$ cat src/rtl/frame_scan_reader_pkg.sv
// Shared frame geometry, bus widths and payload types for the scan reader,
// the pixel-index counter and the plot path.
package frame_scan_reader_pkg;

    localparam int unsigned FRAME_WIDTH  = 320;
    localparam int unsigned FRAME_HEIGHT = 240;
    localparam int unsigned ADDR_W       = 17;
    localparam int unsigned X_W          = 9;
    localparam int unsigned Y_W          = 8;
    localparam int unsigned COLOR_W      = 3;

    typedef enum logic [1:0] {
        ST_IDLE  = 2'd0,
        ST_SCAN  = 2'd1,
        ST_DRAIN = 2'd2
    } scan_state_t;

    // One pixel beat as it travels through the return FIFO and out.
    typedef struct packed {
        logic [COLOR_W-1:0] color;
        logic [X_W-1:0]     x;
        logic [Y_W-1:0]     y;
        logic               last;
    } pix_beat_t;

endpackage

$ cat src/rtl/frame_scan_reader_if.sv
// Framebuffer read port plus the downstream pixel stream.
//   master: the scan reader (drives mem_addr/mem_rd and the out_* beat)
//   slave : memory + consumer side (drives mem_rdata and out_ready)
interface frame_scan_reader_if;
    import frame_scan_reader_pkg::*;

    logic [ADDR_W-1:0]  mem_addr;
    logic               mem_rd;
    logic [COLOR_W-1:0] mem_rdata;
    logic               out_valid;
    logic               out_ready;
    logic [X_W-1:0]     out_x;
    logic [Y_W-1:0]     out_y;
    logic [COLOR_W-1:0] out_color;
    logic               out_last;

    modport master (
        output mem_addr, mem_rd, out_valid, out_x, out_y, out_color, out_last,
        input  mem_rdata, out_ready
    );

    modport slave (
        input  mem_addr, mem_rd, out_valid, out_x, out_y, out_color, out_last,
        output mem_rdata, out_ready
    );

endinterface

$ cat src/rtl/scan_fifo2.sv
// scan_fifo2: 2-entry synchronous FIFO for returning pixel beats.
// Fall-through when empty: a beat being pushed into an empty FIFO is
// presented on the head in the same cycle and is not stored if popped.
//   clk, reset   : clock, synchronous active-high reset
//   push         : push_data is valid this cycle
//   push_data    : beat to enqueue
//   pop          : head accepted this cycle (only meaningful when head_valid_c)
//   head_c       : current head beat (zero when nothing is available)
//   head_valid_c : a beat is available (stored or falling through)
//   count        : number of stored entries (0..2)
module scan_fifo2
    import frame_scan_reader_pkg::*;
(
    input  logic      clk,
    input  logic      reset,
    input  logic      push,
    input  pix_beat_t push_data,
    input  logic      pop,
    output pix_beat_t head_c,
    output logic      head_valid_c,
    output logic [1:0] count
);

    logic [1:0] count_q;
    pix_beat_t  entry0_q;
    pix_beat_t  entry1_q;

    assign count = count_q;

    // Head selection: stored entry first, otherwise the beat landing now.
    always_comb begin
        head_c       = '0;
        head_valid_c = (count_q != 2'd0) || push;
        if (count_q != 2'd0) begin
            head_c = entry0_q;
        end else if (push) begin
            head_c = push_data;
        end
    end

    // Storage: entry0 is always the head; entry1 shifts down on pop.
    always_ff @(posedge clk) begin
        if (reset) begin
            count_q  <= 2'd0;
            entry0_q <= '0;
            entry1_q <= '0;
        end else begin
            unique case (count_q)
                2'd0: begin
                    if (push && !pop) begin
                        entry0_q <= push_data;
                        count_q  <= 2'd1;
                    end
                end
                2'd1: begin
                    if (push && pop) begin
                        entry0_q <= push_data;
                    end else if (push) begin
                        entry1_q <= push_data;
                        count_q  <= 2'd2;
                    end else if (pop) begin
                        count_q <= 2'd0;
                    end
                end
                2'd2: begin
                    if (pop) begin
                        entry0_q <= entry1_q;
                        if (push) begin
                            entry1_q <= push_data;
                        end else begin
                            count_q <= 2'd1;
                        end
                    end
                end
                default: begin
                    count_q <= 2'd0;
                end
            endcase
        end
    end

endmodule

$ cat src/rtl/frame_scan_reader.sv
// frame_scan_reader: sweeps the framebuffer in raster order and streams each
// pixel with its (x, y) to a downstream consumer, absorbing the memory's
// 1-cycle read latency and downstream back-pressure.
//   clk, reset : clock, synchronous active-high reset
//   start      : one-cycle pulse, begins a full-frame scan when idle
//   busy       : high from the cycle after an accepted start through done
//   done       : one-cycle pulse after the final pixel is accepted
//   bus        : framebuffer read port and pixel output stream (master)
module frame_scan_reader
    import frame_scan_reader_pkg::*;
#(
    parameter int unsigned WIDTH  = FRAME_WIDTH,
    parameter int unsigned HEIGHT = FRAME_HEIGHT
) (
    input  logic                 clk,
    input  logic                 reset,
    input  logic                 start,
    output logic                 busy,
    output logic                 done,
    frame_scan_reader_if.master  bus
);

    localparam logic [X_W-1:0] X_LAST = X_W'(WIDTH - 1);
    localparam logic [Y_W-1:0] Y_LAST = Y_W'(HEIGHT - 1);

    scan_state_t        state_q, state_d;
    logic               busy_q, busy_d;
    logic               done_q, done_d;

    logic [X_W-1:0]     x_q;
    logic [Y_W-1:0]     y_q;
    logic [ADDR_W-1:0]  addr_q;

    // Tag for the read currently in flight.
    logic               inflight_q;
    logic [X_W-1:0]     tag_x_q;
    logic [Y_W-1:0]     tag_y_q;
    logic               tag_last_q;

    logic               issue_c;
    logic               start_ok_c;
    logic               last_pos_c;
    logic               pop_c;
    logic [2:0]         occ_c;

    pix_beat_t          push_beat_c;
    pix_beat_t          head_c;
    logic               head_valid_c;
    logic [1:0]         fifo_count;

    assign last_pos_c = (x_q == X_LAST) && (y_q == Y_LAST);
    assign pop_c      = head_valid_c && bus.out_ready;

    // Pixels held or outstanding once this cycle's accept has happened.
    assign occ_c = 3'(fifo_count) + 3'(inflight_q) - 3'(pop_c);

    assign push_beat_c = '{color: bus.mem_rdata, x: tag_x_q, y: tag_y_q, last: tag_last_q};

    scan_fifo2 u_scan_fifo2 (
        .clk          (clk),
        .reset        (reset),
        .push         (inflight_q),
        .push_data    (push_beat_c),
        .pop          (pop_c),
        .head_c       (head_c),
        .head_valid_c (head_valid_c),
        .count        (fifo_count)
    );

    // Scan sequencing and read issue.
    always_comb begin
        state_d    = state_q;
        done_d     = 1'b0;
        issue_c    = 1'b0;
        start_ok_c = 1'b0;
        unique case (state_q)
            ST_IDLE: begin
                // done_q blocks a start landing on the done cycle.
                if (start && !done_q) begin
                    start_ok_c = 1'b1;
                    state_d    = ST_SCAN;
                end
            end
            ST_SCAN: begin
                if (occ_c < 3'd2) begin
                    issue_c = 1'b1;
                    if (last_pos_c) begin
                        state_d = ST_DRAIN;
                    end
                end
            end
            ST_DRAIN: begin
                if (occ_c == 3'd0) begin
                    done_d  = 1'b1;
                    state_d = ST_IDLE;
                end
            end
            default: begin
                state_d = ST_IDLE;
            end
        endcase
        busy_d = (state_d != ST_IDLE) || done_d;
    end

    // State, busy and done registers.
    always_ff @(posedge clk) begin
        if (reset) begin
            state_q <= ST_IDLE;
            busy_q  <= 1'b0;
            done_q  <= 1'b0;
        end else begin
            state_q <= state_d;
            busy_q  <= busy_d;
            done_q  <= done_d;
        end
    end

    // Raster issue counters; addr holds at the last pixel instead of wrapping.
    always_ff @(posedge clk) begin
        if (reset) begin
            x_q        <= '0;
            y_q        <= '0;
            addr_q     <= '0;
            inflight_q <= 1'b0;
            tag_x_q    <= '0;
            tag_y_q    <= '0;
            tag_last_q <= 1'b0;
        end else begin
            inflight_q <= issue_c;
            if (start_ok_c) begin
                x_q    <= '0;
                y_q    <= '0;
                addr_q <= '0;
            end else if (issue_c) begin
                tag_x_q    <= x_q;
                tag_y_q    <= y_q;
                tag_last_q <= last_pos_c;
                if (!last_pos_c) begin
                    addr_q <= addr_q + ADDR_W'(1);
                    if (x_q == X_LAST) begin
                        x_q <= '0;
                        y_q <= y_q + Y_W'(1);
                    end else begin
                        x_q <= x_q + X_W'(1);
                    end
                end
            end
        end
    end

    assign busy          = busy_q;
    assign done          = done_q;
    assign bus.mem_addr  = addr_q;
    assign bus.mem_rd    = issue_c;
    assign bus.out_valid = head_valid_c;
    assign bus.out_x     = head_c.x;
    assign bus.out_y     = head_c.y;
    assign bus.out_color = head_c.color;
    assign bus.out_last  = head_c.last;

endmodule

$ cat src/flat_wrapper.sv
// flat-port wrapper written by rule: the top's interface ports become plain ports
module frame_scan_reader_flat import frame_scan_reader_pkg::*;
#(
    parameter int unsigned WIDTH  = FRAME_WIDTH,
    parameter int unsigned HEIGHT = FRAME_HEIGHT
)
  (clk, reset, start, busy, done, bus_mem_addr, bus_mem_rd, bus_out_valid, bus_out_x, bus_out_y, bus_out_color, bus_out_last, bus_mem_rdata, bus_out_ready);
  frame_scan_reader_if bus_i ();
  input  logic clk;
  input  logic reset;
  input  logic start;
  output logic busy;
  output logic done;
  output wire logic [$bits(bus_i.mem_addr)-1:0] bus_mem_addr;
  output wire logic [$bits(bus_i.mem_rd)-1:0] bus_mem_rd;
  output wire logic [$bits(bus_i.out_valid)-1:0] bus_out_valid;
  output wire logic [$bits(bus_i.out_x)-1:0] bus_out_x;
  output wire logic [$bits(bus_i.out_y)-1:0] bus_out_y;
  output wire logic [$bits(bus_i.out_color)-1:0] bus_out_color;
  output wire logic [$bits(bus_i.out_last)-1:0] bus_out_last;
  input wire logic [$bits(bus_i.mem_rdata)-1:0] bus_mem_rdata;
  input wire logic [$bits(bus_i.out_ready)-1:0] bus_out_ready;
  assign bus_mem_addr = bus_i.mem_addr;
  assign bus_mem_rd = bus_i.mem_rd;
  assign bus_out_valid = bus_i.out_valid;
  assign bus_out_x = bus_i.out_x;
  assign bus_out_y = bus_i.out_y;
  assign bus_out_color = bus_i.out_color;
  assign bus_out_last = bus_i.out_last;
  assign bus_i.mem_rdata = bus_mem_rdata;
  assign bus_i.out_ready = bus_out_ready;
  frame_scan_reader #(.WIDTH(WIDTH), .HEIGHT(HEIGHT)) u_core (.clk(clk), .reset(reset), .start(start), .busy(busy), .done(done), .bus(bus_i));
endmodule
$ cat config.mk
export PLATFORM = sky130hd
export DESIGN_NAME = frame_scan_reader_flat
export DESIGN_NICKNAME = d
export VERILOG_FILES = /design/src/rtl/frame_scan_reader_pkg.sv /design/src/rtl/frame_scan_reader_if.sv /design/src/rtl/scan_fifo2.sv /design/src/rtl/frame_scan_reader.sv /design/src/flat_wrapper.sv
export SDC_FILE = /design/constraint.sdc
export NUM_CORES = 1
export LEC_CHECK = 0
export ABC_AREA = 1
export ABC_CLOCK_PERIOD_IN_PS = 3700
export CAP_MARGIN = 20
export CORE_UTILIZATION = 50
export CTS_CLUSTER_SIZE = 24
export DETAILED_ROUTE_END_ITERATION = 12
export DONT_BUFFER_PORTS = 1
export SYNTH_ARGS = -nofsm -noshare
export SYNTH_HDL_FRONTEND = slang
export SYNTH_SLANG_ARGS = --single-unit
export TNS_END_PERCENT = 20
$ cat constraint.sdc
create_clock -name clk -period 3.7 [get_ports clk]
set_input_delay 0.925 -clock clk [delete_from_list [all_inputs] [get_ports clk]]
set_output_delay 0.925 -clock clk [all_outputs]
set_load 0.02 [all_outputs]
==> results.py, run 1 <==
metrics = {
    "die": {
        "ioPinCount": 49,
        "die_w_um": 103,
        "initial_core_util_pct": 51.6,
        "rows": 36,
        "coreArea_mm2": 0.00982,
        "fp.dieH_um": 103,
        "die-area_mm2": 0.0105,
    },
    "flow_run": {
        "drv_cap": 0,
    },
    "pwr": {
        "clockPowerShare_pct": 34.6,
        "p_seq_share_pct": 53.0,
        "p_leak_nw": 1.98,
        "vdd.ir_drop.worst_mv": 0.227,
        "power.switching_mw": 0.618,
        "switching_share_pct": 27.5,
        "power.internal_mw": 1.63,
        "cellPowerDensity_mw_per_mm2": 425,
        "comb_power_share_pct": 12.5,
    },
    "yosys": {
        "ys_seq_elements": 101,
        "synth_common_cells": "nand2_1 (148), o21ai_0 (110), dfxtp_1 (101)",
        "synth_top_area_share_pct": 39.9,
        "synth_area_leader_cell": "dfxtp_1",
        "synth_edf_count": 0,
        "ys_warn_count": 0,
        "async_reset_ff_share_pct": 0,
        "ys_top_cells_by_area": "dfxtp_1 (40%), nand2_1 (11%), o21ai_0 (11%), a21oi_1 (8.8%), inv_1 (6.5%)",
        "synthCells": 728,
        "syn_area_mm2": 0.00507,
        "synthDistinctLibCells": 33,
        "syn_avg_cell_area_um2": 6.96,
        "seq_area_frac_synth_pct": 39.9,
        "synth_most_common_cell": "nand2_1",
        "synth_fp_nets": 741,
        "synth_flop_cell": "dfxtp_1",
    },
    "worst_setup_path": {
        "crit_type": "in2out",
        "startpoint_type": "primary input",
        "setup.worst_path.end_class": "output port",
        "reg2reg_depth": 13,
        "arrival_ps": 2490,
        "r2r_start": "u_core.u_scan_fifo2.count[1]",
        "cp_max_fo": 5,
        "r2r_slack_ps": 550,
        "worst_ep_required_time_ps": 2770,
        "r2r-end": "u_core.bus.mem_addr[9]",
    },
    "timing": {
        "setup_tns_ps": 0,
        "tightest_slew_ps": 980,
        "whs_ps": 448,
        "final-hold-violation-count": 0,
        "finalCriticalPeriod_ps": 3420,
        "fmax_mhz": 293,
        "period_share_pct": 92.3,
        "rsz0062_at_grt": "no",
        "setup_viol": 0,
        "skew_ps": 9.46,
        "maxSlewViolCount": 0,
        "relSlewSlack_pct": 34.6,
    },
    "detailed_routing": {
        "via_per_inst": 5.12,
        "ant_nets": 0,
        "routed_wl_um": 10800,
        "detail_route.first_pass.iterations": 4,
        "num_vias": 4331,
        "wl_per_cell_um": 12.8,
        "drc": 0,
        "drt_iter0_markers": 183,
    },
    "clock_tree": {
        "clkLatencyLatePin_ps": 360,
        "cts_buffer_depth": 2,
        "clock_sinks": 101,
        "cts.clk_slew.worst_paths_ps": 90,
        "cts_tree": "built",
        "cts_made_buffers": 9,
        "htreeDepth": 3,
        "root_buffer": "clkbuf_8",
        "cts_setup_buffers": 0,
    },
    "grt": {
        "grt_max_degree": 45,
        "grt_pass1_vias": 3767,
        "grt.total_usage_pct": 21.1,
        "grt_overflow_total": 0,
        "antenna_found_initial": 0,
        "grt_pass1_wl_um": 17700,
    },
    "final_layout": {
        "n_fill_cell": 1022,
        "layout.nets": 721,
        "drive_above_1_share_pct": 7.01,
        "syn2layout_area_growth_pct": 4.39,
        "diodes": 0,
    },
    "min_path": {
        "hold_class": "reg2reg",
        "min_from": "u_core.u_scan_fifo2.entry0_q[0]",
        "min_to": "u_core.u_scan_fifo2.entry0_q[0]",
        "whs_path_depth": 2,
    },
    "placed_design": {
        "io_buffers": 0,
        "gp_congestion": 0.836,
        "hpwl_um": 7220,
    },
    "run_status": {
        "outcome": "completed",
    },
}
-- per-layer routing --
metal  share of wire, %  GRT usage, %  wire (µm)
met5                  0             0          0
met4               0.70          5.82         76
met3                4.1          3.80        448
met2                 44          33.4       4770
met1                 51          29.5       5510
-- cell usage in the layout (no fill, tap or decap), types with 7 or more instances in the layout --
master / Yosys / final
nand2_1: 148 / 148
o21ai_0: 110 / 110
dfxtp_1: 101 / 100
a21oi_1: 89 / 89
inv_1: 88 / 88
nand3_1: 46 / 46
nor2_1: 45 / 45
xor2_1: 11 / 11
nand4_1: 10 / 10
clkbuf_8: 0 / 10
buf_4: 3 / 7
-- critical path, cell delays in order --
cell	delay, ps
inv_1	50
a21oi_1	120
ha_1	240
inv_1	50
ha_1	120
inv_1	50
fa_1	520
nand2_2	100
nor3_4	310
-- final cells by class --
type                       count  area, µm²  share of cell area (%)
clock buffer                  11        141                    2.67
tap                          133        166                    3.15
clock inverter                 5       83.8                    1.58
inverter                      95        358                    6.76
multi-input combinational    494       2460                    46.6
timing repair buffer           7       52.6                   0.993
sequential                   101       2020                    38.2
-- cells by family (layout without fill, tap and decap cells) --
family          after synthesis  after routing  share of synthesized area, %
compound gates              203            203                          20.2
xor+xnor                     14             14                          2.42
fa+ha+maj                     6              6                          1.63
buf+inv                     133            118                          11.5
flops                       101            101                          39.9
simple gates                271            271                          24.3
-- state kept, by name, summed over array words and instances, names as in the netlist --
register                      flops
u_core.tag_x_q                    9
u_core.u_scan_fifo2.count         2
u_core.u_scan_fifo2.entry1_q     21
u_core.state_q                    2
u_core.busy                       1
u_core.bus.mem_addr              17
u_core.y_q                        8
u_core.inflight_q                 1
u_core.done                       1
u_core.tag_y_q                    8
u_core.u_scan_fifo2.entry0_q     21
u_core.tag_last_q                 1
u_core.x_q                        9
-- metrics by stage --
| stage | power [mW] | instances | worst slack (ps) | instance area [µm²] | util, % |
|---|---|---|---|---|---|
| floorplan | 1.45 | 728 | 140 | 5070 | - |
| finish | 2.25 | 846 | 284 | 5290 | 53.9 |
| global route | 2.37 | 846 | 155 | 5290 | 53.9 |
| global placement | 1.49 | 830 | 165 | 5060 | 51.6 |
| CTS | 2.27 | 846 | 69.3 | 5290 | 53.9 |
| detailed placement | 1.50 | 830 | 134 | 5060 | 51.6 |
-- worst max path at each step --
stage,start,end,cells past startpoint
after floorplan,bus_out_ready,bus_mem_rd,10
after detailed placement,bus_out_ready,u_core.bus.mem_addr[9],14
after global placement,bus_out_ready,u_core.bus.mem_addr[9],13
after global routing,u_core.u_scan_fifo2.count[1],bus_mem_rd,9
final,bus_out_ready,bus_mem_rd,9
after CTS,u_core.u_scan_fifo2.count[1],bus_mem_rd,10
-- power groups by stage --
stage               sequential, mW  combinational (mW)  clock (mW)
detailed placement            1.22               0.283           0
global route                  1.20               0.323       0.846
CTS                           1.19               0.283       0.800
floorplan                     1.20               0.246           0
global placement              1.22               0.277           0
finish                        1.19               0.280       0.778
-- repair_timing --
action                                  CTS  global route
gates resized for setup                   0             1
endpoints found under the setup margin    0             1
hold buffers                              0             0
endpoints found under the hold margin     0             0
(Power assumes the default switching activity.)
==> run 2: changes to the inputs <==
--- a/config.mk
+++ b/config.mk
@@ -6,12 +6,13 @@
 export NUM_CORES = 1
 export LEC_CHECK = 0
 export ABC_AREA = 1
-export ABC_CLOCK_PERIOD_IN_PS = 3700
+export ABC_CLOCK_PERIOD_IN_PS = 2820
 export CAP_MARGIN = 20
 export CORE_UTILIZATION = 50
 export CTS_CLUSTER_SIZE = 24
 export DETAILED_ROUTE_END_ITERATION = 12
 export DONT_BUFFER_PORTS = 1
+export PLACE_DENSITY = 0.68
 export SYNTH_ARGS = -nofsm -noshare
 export SYNTH_HDL_FRONTEND = slang
 export SYNTH_SLANG_ARGS = --single-unit
==> constraint.sdc (replaced) <==
create_clock -name clk -period 2.82 [get_ports clk]
set_input_delay 0.705 -clock clk [delete_from_list [all_inputs] [get_ports clk]]
set_output_delay 0.705 -clock clk [all_outputs]
set_load 0.02 [all_outputs]
==> run 2 against run 1 <==
  * The flow now finishes with violations (setup timing)
  * Cell count increased by 3.2%
  * Clock skew increased by 1.8 ps
  * Largest power group unchanged
  * Global-route usage about the same
  * Utilization increased by 2.1 points
  * Die area unchanged
  * Via count increased by 2.6%
  * Sequential power increased by 31%
  * Total power increased by 27%
  * Clock power increased by 12%
  * Wire length decreased by 2.0%
==> results.py, run 2 (synthesized netlist as in run 1, its figures left out) <==
metrics = {
    "pwr": {
        "power.switching_mw": 0.859,
        "comb_power_share_pct": 14.8,
        "switching_share_pct": 30.1,
        "p_leak_nw": 2.12,
        "power.internal_mw": 2.00,
        "cellPowerDensity_mw_per_mm2": 519,
        "finalPower_mw": 2.85,
        "clockPowerShare_pct": 30.6,
        "vdd.ir_drop.worst_mv": 0.219,
        "p_seq_share_pct": 54.7,
    },
    "detailed_routing": {
        "wl_per_cell_um": 12.1,
        "drt_iter0_markers": 254,
        "num_vias": 4444,
        "detail_route.first_pass.iterations": 5,
        "ant_nets": 0,
        "via_per_inst": 5.09,
        "routed_wl_um": 10600,
        "drc": 0,
    },
    "grt": {
        "grt_pass1_wl_um": 17700,
        "grt_pass1_vias": 3923,
        "antenna_found_initial": 0,
        "grt.total_usage_pct": 21.2,
        "grt_overflow_total": 0,
        "grt_max_degree": 61,
    },
    "worst_setup_path": {
        "slowest_stage": "fa_1",
        "reg2reg_depth": 14,
        "critPathMaxStageDelay_ps": 520,
        "startpoint_type": "register",
        "cp_num_cells": 10,
        "crit_type": "reg2out",
        "setup.worst_path.end_class": "output port",
        "cp_max_fo": 4,
        "arrival_ps": 2300,
        "crit_family": "adder cells",
        "worstPathCellList": "nor2_8 > a21oi_2 > ha_1 > inv_1 > ha_1 > inv_1 > fa_1 > nand2_2 > nor3_4 > buf_12",
        "worst_ep_required_time_ps": 2120,
        "crit_buf_inv": 3,
    },
    "final_layout": {
        "syn2layout_area_growth_pct": 8.54,
        "drive_above_1_share_pct": 11.1,
        "layout.nets": 748,
        "diodes": 0,
        "utilization_pct": 56.0,
        "layout_commonest_cell": "nand2_1",
        "mostFrequentLayoutCells": "nand2_1 (147), o21ai_0 (110), dfxtp_1 (98)",
    },
    "placed_design": {
        "hpwl_um": 7160,
        "dp_slack_ps": -157,
        "gp_congestion": 0.812,
        "io_buffers": 0,
    },
    "run_status": {
        "outcome": "finished with violations",
        "violations": "setup timing",
    },
    "timing": {
        "relSlewSlack_pct": 39.0,
        "setup_ws_ps": -181,
        "final-hold-violation-count": 0,
        "period_share_pct": 106,
        "setup_viol": 1,
        "finalCriticalPeriod_ps": 3000,
        "rsz0062_at_grt": "yes",
        "tightest_slew_ps": 913,
        "skew_ps": 11.3,
        "maxSlewViolCount": 0,
        "fmax_mhz": 333,
    },
    "clock_tree": {
        "clkLatencyLatePin_ps": 380,
        "cts_made_buffers": 9,
        "cts_buffer_depth": 2,
        "cts.clk_slew.worst_paths_ps": 90,
        "cts_tree": "built",
        "htreeDepth": 3,
        "root_buffer": "clkbuf_8",
        "clock_sinks": 101,
        "cts_hold_buf": 0,
    },
    "die": {
        "initial_core_util_pct": 51.6,
        "ioPinCount": 49,
        "rows": 36,
        "die_w_um": 103,
        "fp.dieH_um": 103,
        "die-area_mm2": 0.0105,
        "coreArea_mm2": 0.00982,
    },
    "min_path": {
        "hold_class": "in2reg",
        "whs_path_depth": 1,
    },
    "flow_run": {
        "drv_cap": 0,
    },
}
run 2: through the flow:
step / std cells / hold WS (ps) / cell area [µm²] / TNS (ps)
floorplan: 728 / 425 / 5070 / -244
global placement: 857 / 433 / 5300 / -1440
detailed placement: 857 / 440 / 5300 / -3110
CTS: 873 / 366 / 5490 / -231
global route: 873 / 361 / 5500 / -305
finish: 873 / 385 / 5500 / -181
run 2: layout make-up:
| type | count | area (µm²) |
|---|---|---|
| clock buffer | 10 | 128 |
| clock inverter | 6 | 56.3 |
| fill | 958 | 4320 |
| inverter | 95 | 358 |
| multi-input combinational | 494 | 2470 |
| sequential | 101 | 2030 |
| tap | 133 | 166 |
| timing repair buffer | 34 | 293 |
run 2: repair_timing:
action / 4_1_cts / 5_1_grt
resized for setup: 4 / 3
setup endpoints to repair: 1 / 10
setup buffers: 0 / 0
run 2: per-layer routing:
metal / GRT usage, % / up-vias / share of wire [%]
met2: 36.1 / 77 / 46
met4: 8.02 / 0 / 1.3
met1: 26.1 / 1981 / 48
met3: 4.54 / 12 / 4.0
met5: 0 / - / 0
li1: - / 2374 / -
run 2: worst paths after layout:
kind                                   start                         endpoint  slack [ps]
max             u_core.u_scan_fifo2.count[1]                       bus_mem_rd        -180
min reg2reg  u_core.u_scan_fifo2.entry0_q[4]  u_core.u_scan_fifo2.entry0_q[4]         450
min                                    reset                u_core.inflight_q         390
max reg2reg     u_core.u_scan_fifo2.count[1]           u_core.bus.mem_addr[9]         240
run 2: power groups by stage:
stage | Clock [mW] | Combinational [mW] | Sequential [mW]
2_1_floorplan | 0 | 0.325 | 1.58
3_3_place_gp | 0 | 0.410 | 1.59
3_5_place_dp | 0 | 0.423 | 1.59
4_1_cts | 0.905 | 0.425 | 1.56
5_1_grt | 0.965 | 0.481 | 1.57
6_report | 0.873 | 0.422 | 1.56
==> run 3: changes to the inputs <==
--- a/config.mk
+++ b/config.mk
@@ -13,7 +13,9 @@
 export DETAILED_ROUTE_END_ITERATION = 12
 export DONT_BUFFER_PORTS = 1
 export PLACE_DENSITY = 0.68
+export SETUP_SLACK_MARGIN = 0.2
 export SYNTH_ARGS = -nofsm -noshare
 export SYNTH_HDL_FRONTEND = slang
+export SYNTH_HIERARCHICAL = 1
 export SYNTH_SLANG_ARGS = --single-unit
 export TNS_END_PERCENT = 20
==> run 3 against run 2 <==
  * The flow still finishes with violations (setup timing)
  * First-iteration DRC count is 72% higher
  * Sequential power about the same
  * Worst hold slack worse by 3.5 ps
  * Combinational power grew 32%
  * Maximum frequency down 1.6%
  * Global-route usage increased by 3.4 points
  * Sequential share of layout area decreased by 2.3 points
  * Via count rose by 19%
  * Setup slack worse by 48 ps
  * Synthesized cell count grew 18%
  * Area after synthesis up 7.7%
  * Critical path type unchanged
==> results.py, run 3 <==
metrics = {
    "run_status": {
        "outcome": "finished with violations",
        "violations": "setup timing",
    },
    "yosys": {
        "ys_seq_elements": 101,
        "synth_simple_gate_area_share_pct": 35.8,
        "synthAdderAreaFrac_pct": 1.51,
        "async_reset_ff_share_pct": 0,
        "synth-xor-area-share_pct": 1.77,
        "synthDistinctLibCells": 29,
        "synthMuxAreaShare_pct": 0,
        "synth_top_family_by_area": "simple AND/OR/NAND/NOR gates",
        "synth_area_leader_cell": "dfxtp_1",
        "synth_most_common_cell": "nand2_1",
        "synth_edf_count": 0,
        "synth_common_cells": "nand2_1 (223), nor2_1 (108), dfxtp_1 (101), nand3_1 (101), inv_1 (87)",
        "synthCells": 856,
        "syn_avg_cell_area_um2": 6.37,
        "ys_warn_count": 6,
        "syn_area_mm2": 0.00546,
        "ys_top_cells_by_area": "dfxtp_1 (37%), nand2_1 (15%), nand3_1 (9.3%), a21oi_1 (7.7%), nor2_1 (7.4%)",
        "seq_area_frac_synth_pct": 37.1,
        "synth_top_area_share_pct": 37.1,
        "synth_compound_area_share_pct": 12.8,
        "synth_flop_cell": "dfxtp_1",
        "synth_fp_nets": 869,
    },
    "worst_setup_path": {
        "setup.worst_path.end_class": "output port",
        "worst_ep_required_time_ps": 2120,
        "crit_buf_inv": 4,
        "arrival_ps": 2340,
        "crit_family": "adder cells",
        "crit_type": "reg2out",
        "cp_max_fo": 2,
        "worstPathCellList": "nor2_4 > nand2_8 > nand2_4 > inv_6 > ha_4 > inv_2 > ha_4 > inv_2 > fa_2 > nand2_2 > nor3_4 > buf_6",
        "startpoint_type": "register",
        "slowest_stage": "fa_2",
        "r2r_slack_ps": 80,
        "critPathMaxStageDelay_ps": 520,
    },
    "detailed_routing": {
        "via_per_inst": 5.37,
        "detail_route.first_pass.iterations": 5,
        "wl_per_cell_um": 13.5,
        "num_vias": 5289,
        "ant_nets": 0,
        "routed_wl_um": 13300,
        "drt_iter0_markers": 437,
        "drc": 0,
    },
    "grt": {
        "antenna_found_initial": 0,
        "grt.total_usage_pct": 24.5,
        "grt_overflow_total": 0,
        "grt_pass1_vias": 4766,
        "grt_pass1_wl_um": 22500,
        "grt_max_degree": 65,
    },
    "timing": {
        "setup_ws_ps": -229,
        "setup_tns_ps": -229,
        "finalCriticalPeriod_ps": 3050,
        "fmax_mhz": 328,
        "relSlewSlack_pct": 42.5,
        "skew_ps": 12.9,
        "setup_viol": 1,
        "rsz0062_at_grt": "yes",
        "final-hold-violation-count": 0,
        "tightest_slew_ps": 860,
        "period_share_pct": 108,
        "maxSlewViolCount": 0,
    },
    "min_path": {
        "hold_class": "in2reg",
    },
    "die": {
        "die_w_um": 106,
        "fp.dieH_um": 106,
        "rows": 37,
        "die-area_mm2": 0.0113,
        "initial_core_util_pct": 52.2,
        "ioPinCount": 49,
        "coreArea_mm2": 0.0105,
    },
    "clock_tree": {
        "clock_sinks": 101,
        "cts_buffer_depth": 2,
        "cts.clk_slew.worst_paths_ps": 110,
        "cts_made_buffers": 9,
        "clkLatencyLatePin_ps": 380,
        "root_buffer": "clkbuf_8",
        "cts_tree": "built",
        "htreeDepth": 3,
    },
    "final_layout": {
        "n_fill_cell": 1051,
        "seq_area_mm2": 0.00202,
        "diodes": 0,
        "syn2layout_area_growth_pct": 7.38,
        "layout_commonest_cell": "nand2_1",
        "drive_above_1_share_pct": 8.36,
        "layout.nets": 857,
        "post-route-cell-area_mm2": 0.00586,
        "utilization_pct": 56.0,
        "multi_input_area_mm2": 0.00293,
        "mostFrequentLayoutCells": "nand2_1 (219), nor2_1 (108), nand3_1 (101)",
    },
    "pwr": {
        "finalPower_mw": 2.99,
        "vdd.ir_drop.worst_mv": 0.235,
        "p_leak_nw": 2.42,
        "cellPowerDensity_mw_per_mm2": 511,
    },
    "placed_design": {
        "gp_congestion": 0.823,
        "postPlaceCellArea_mm2": 0.00563,
        "io_buffers": 0,
        "hpwl_um": 8670,
    },
    "flow_run": {
        "drv_cap": 0,
    },
}
run 3: cell types whose count changed in the layout (fill, tap and decap cells not counted), sizes merged, moves of 2 or more:
cell / delta
nand3: +56
a21oi: -5
buf: -9
nor2: +59
inv: -3
xor2: -3
o21ai: -59
nand2: +70
clkinvlp: +2
nand4: +4
run 3: per-stage QoR:
stage,hold WS [ps],cells,setup slack (ps)
after floorplan,452,856,-370
after global placement,461,967,-59.5
after detailed placement,468,967,-58.1
after CTS,361,985,-236
after global routing,359,985,-332
final,382,985,-229
run 3: power by group:
part	internal, mW	switching, mW	total, mW
clock	0.330	0.544	0.874
combinational	0.182	0.373	0.555
sequential	1.50	0.0650	1.56
run 3: per-layer routing:
metal / GRT usage (%) / wire, µm / vias to the layer above
li1: - / - / 2710
met1: 32.1 / 6220 / 2427
met2: 40.8 / 6210 / 143
met3: 4.48 / 746 / 9
met4: 7.83 / 110 / 0
met5: 0 / 0 / -
run 3: cell type report:
class                           count  area share [%]
Multi-Input combinational cell    615            49.9
Inverter                           92            5.98
Tap cell                          136            2.90
Clock buffer                        9            2.11
Clock inverter                      7           0.982
Timing Repair Buffer               25            3.54
Sequential cell                   101            34.6
run 3: final timing paths:
path                                                      start                         endpoint  depth (start not counted)
worst min-delay path                                      reset                u_core/tag_x_q[0]                          1
worst max register to register     u_core/u_scan_fifo2/count[1]                    u_core/y_q[0]                         15
worst max-delay path               u_core/u_scan_fifo2/count[1]                       bus_mem_rd                         12
worst min register to register  u_core/u_scan_fifo2/entry1_q[3]  u_core/u_scan_fifo2/entry1_q[3]                          2
run 3: timing repair:
action	4_1_cts	5_1_grt
pin swaps	5	0
hold buffers	0	0
buffers inserted	1	0
setup endpoints to repair	41	50
gates resized for setup	3	4
gates cloned	1	0
run 3: kinds of logic after synthesis:
family / after synthesis
xor+xnor: 11
fa+ha+maj: 6
flops: 101
buf+inv: 141
compound gates: 137
simple gates: 460
run 3: worst register-to-register path, cell delays in order (launching register included):
cell     delay, ps
dfxtp_2        340
nor2_4         160
nand2_8         70
nand2_4         70
inv_6           40
ha_4           200
inv_2           60
ha_4           120
inv_2           30
fa_2           520
nand2_2         80
nor3_4         140
buf_4          300
nand3_2        230
o21ai_0        240
nor2_1          50
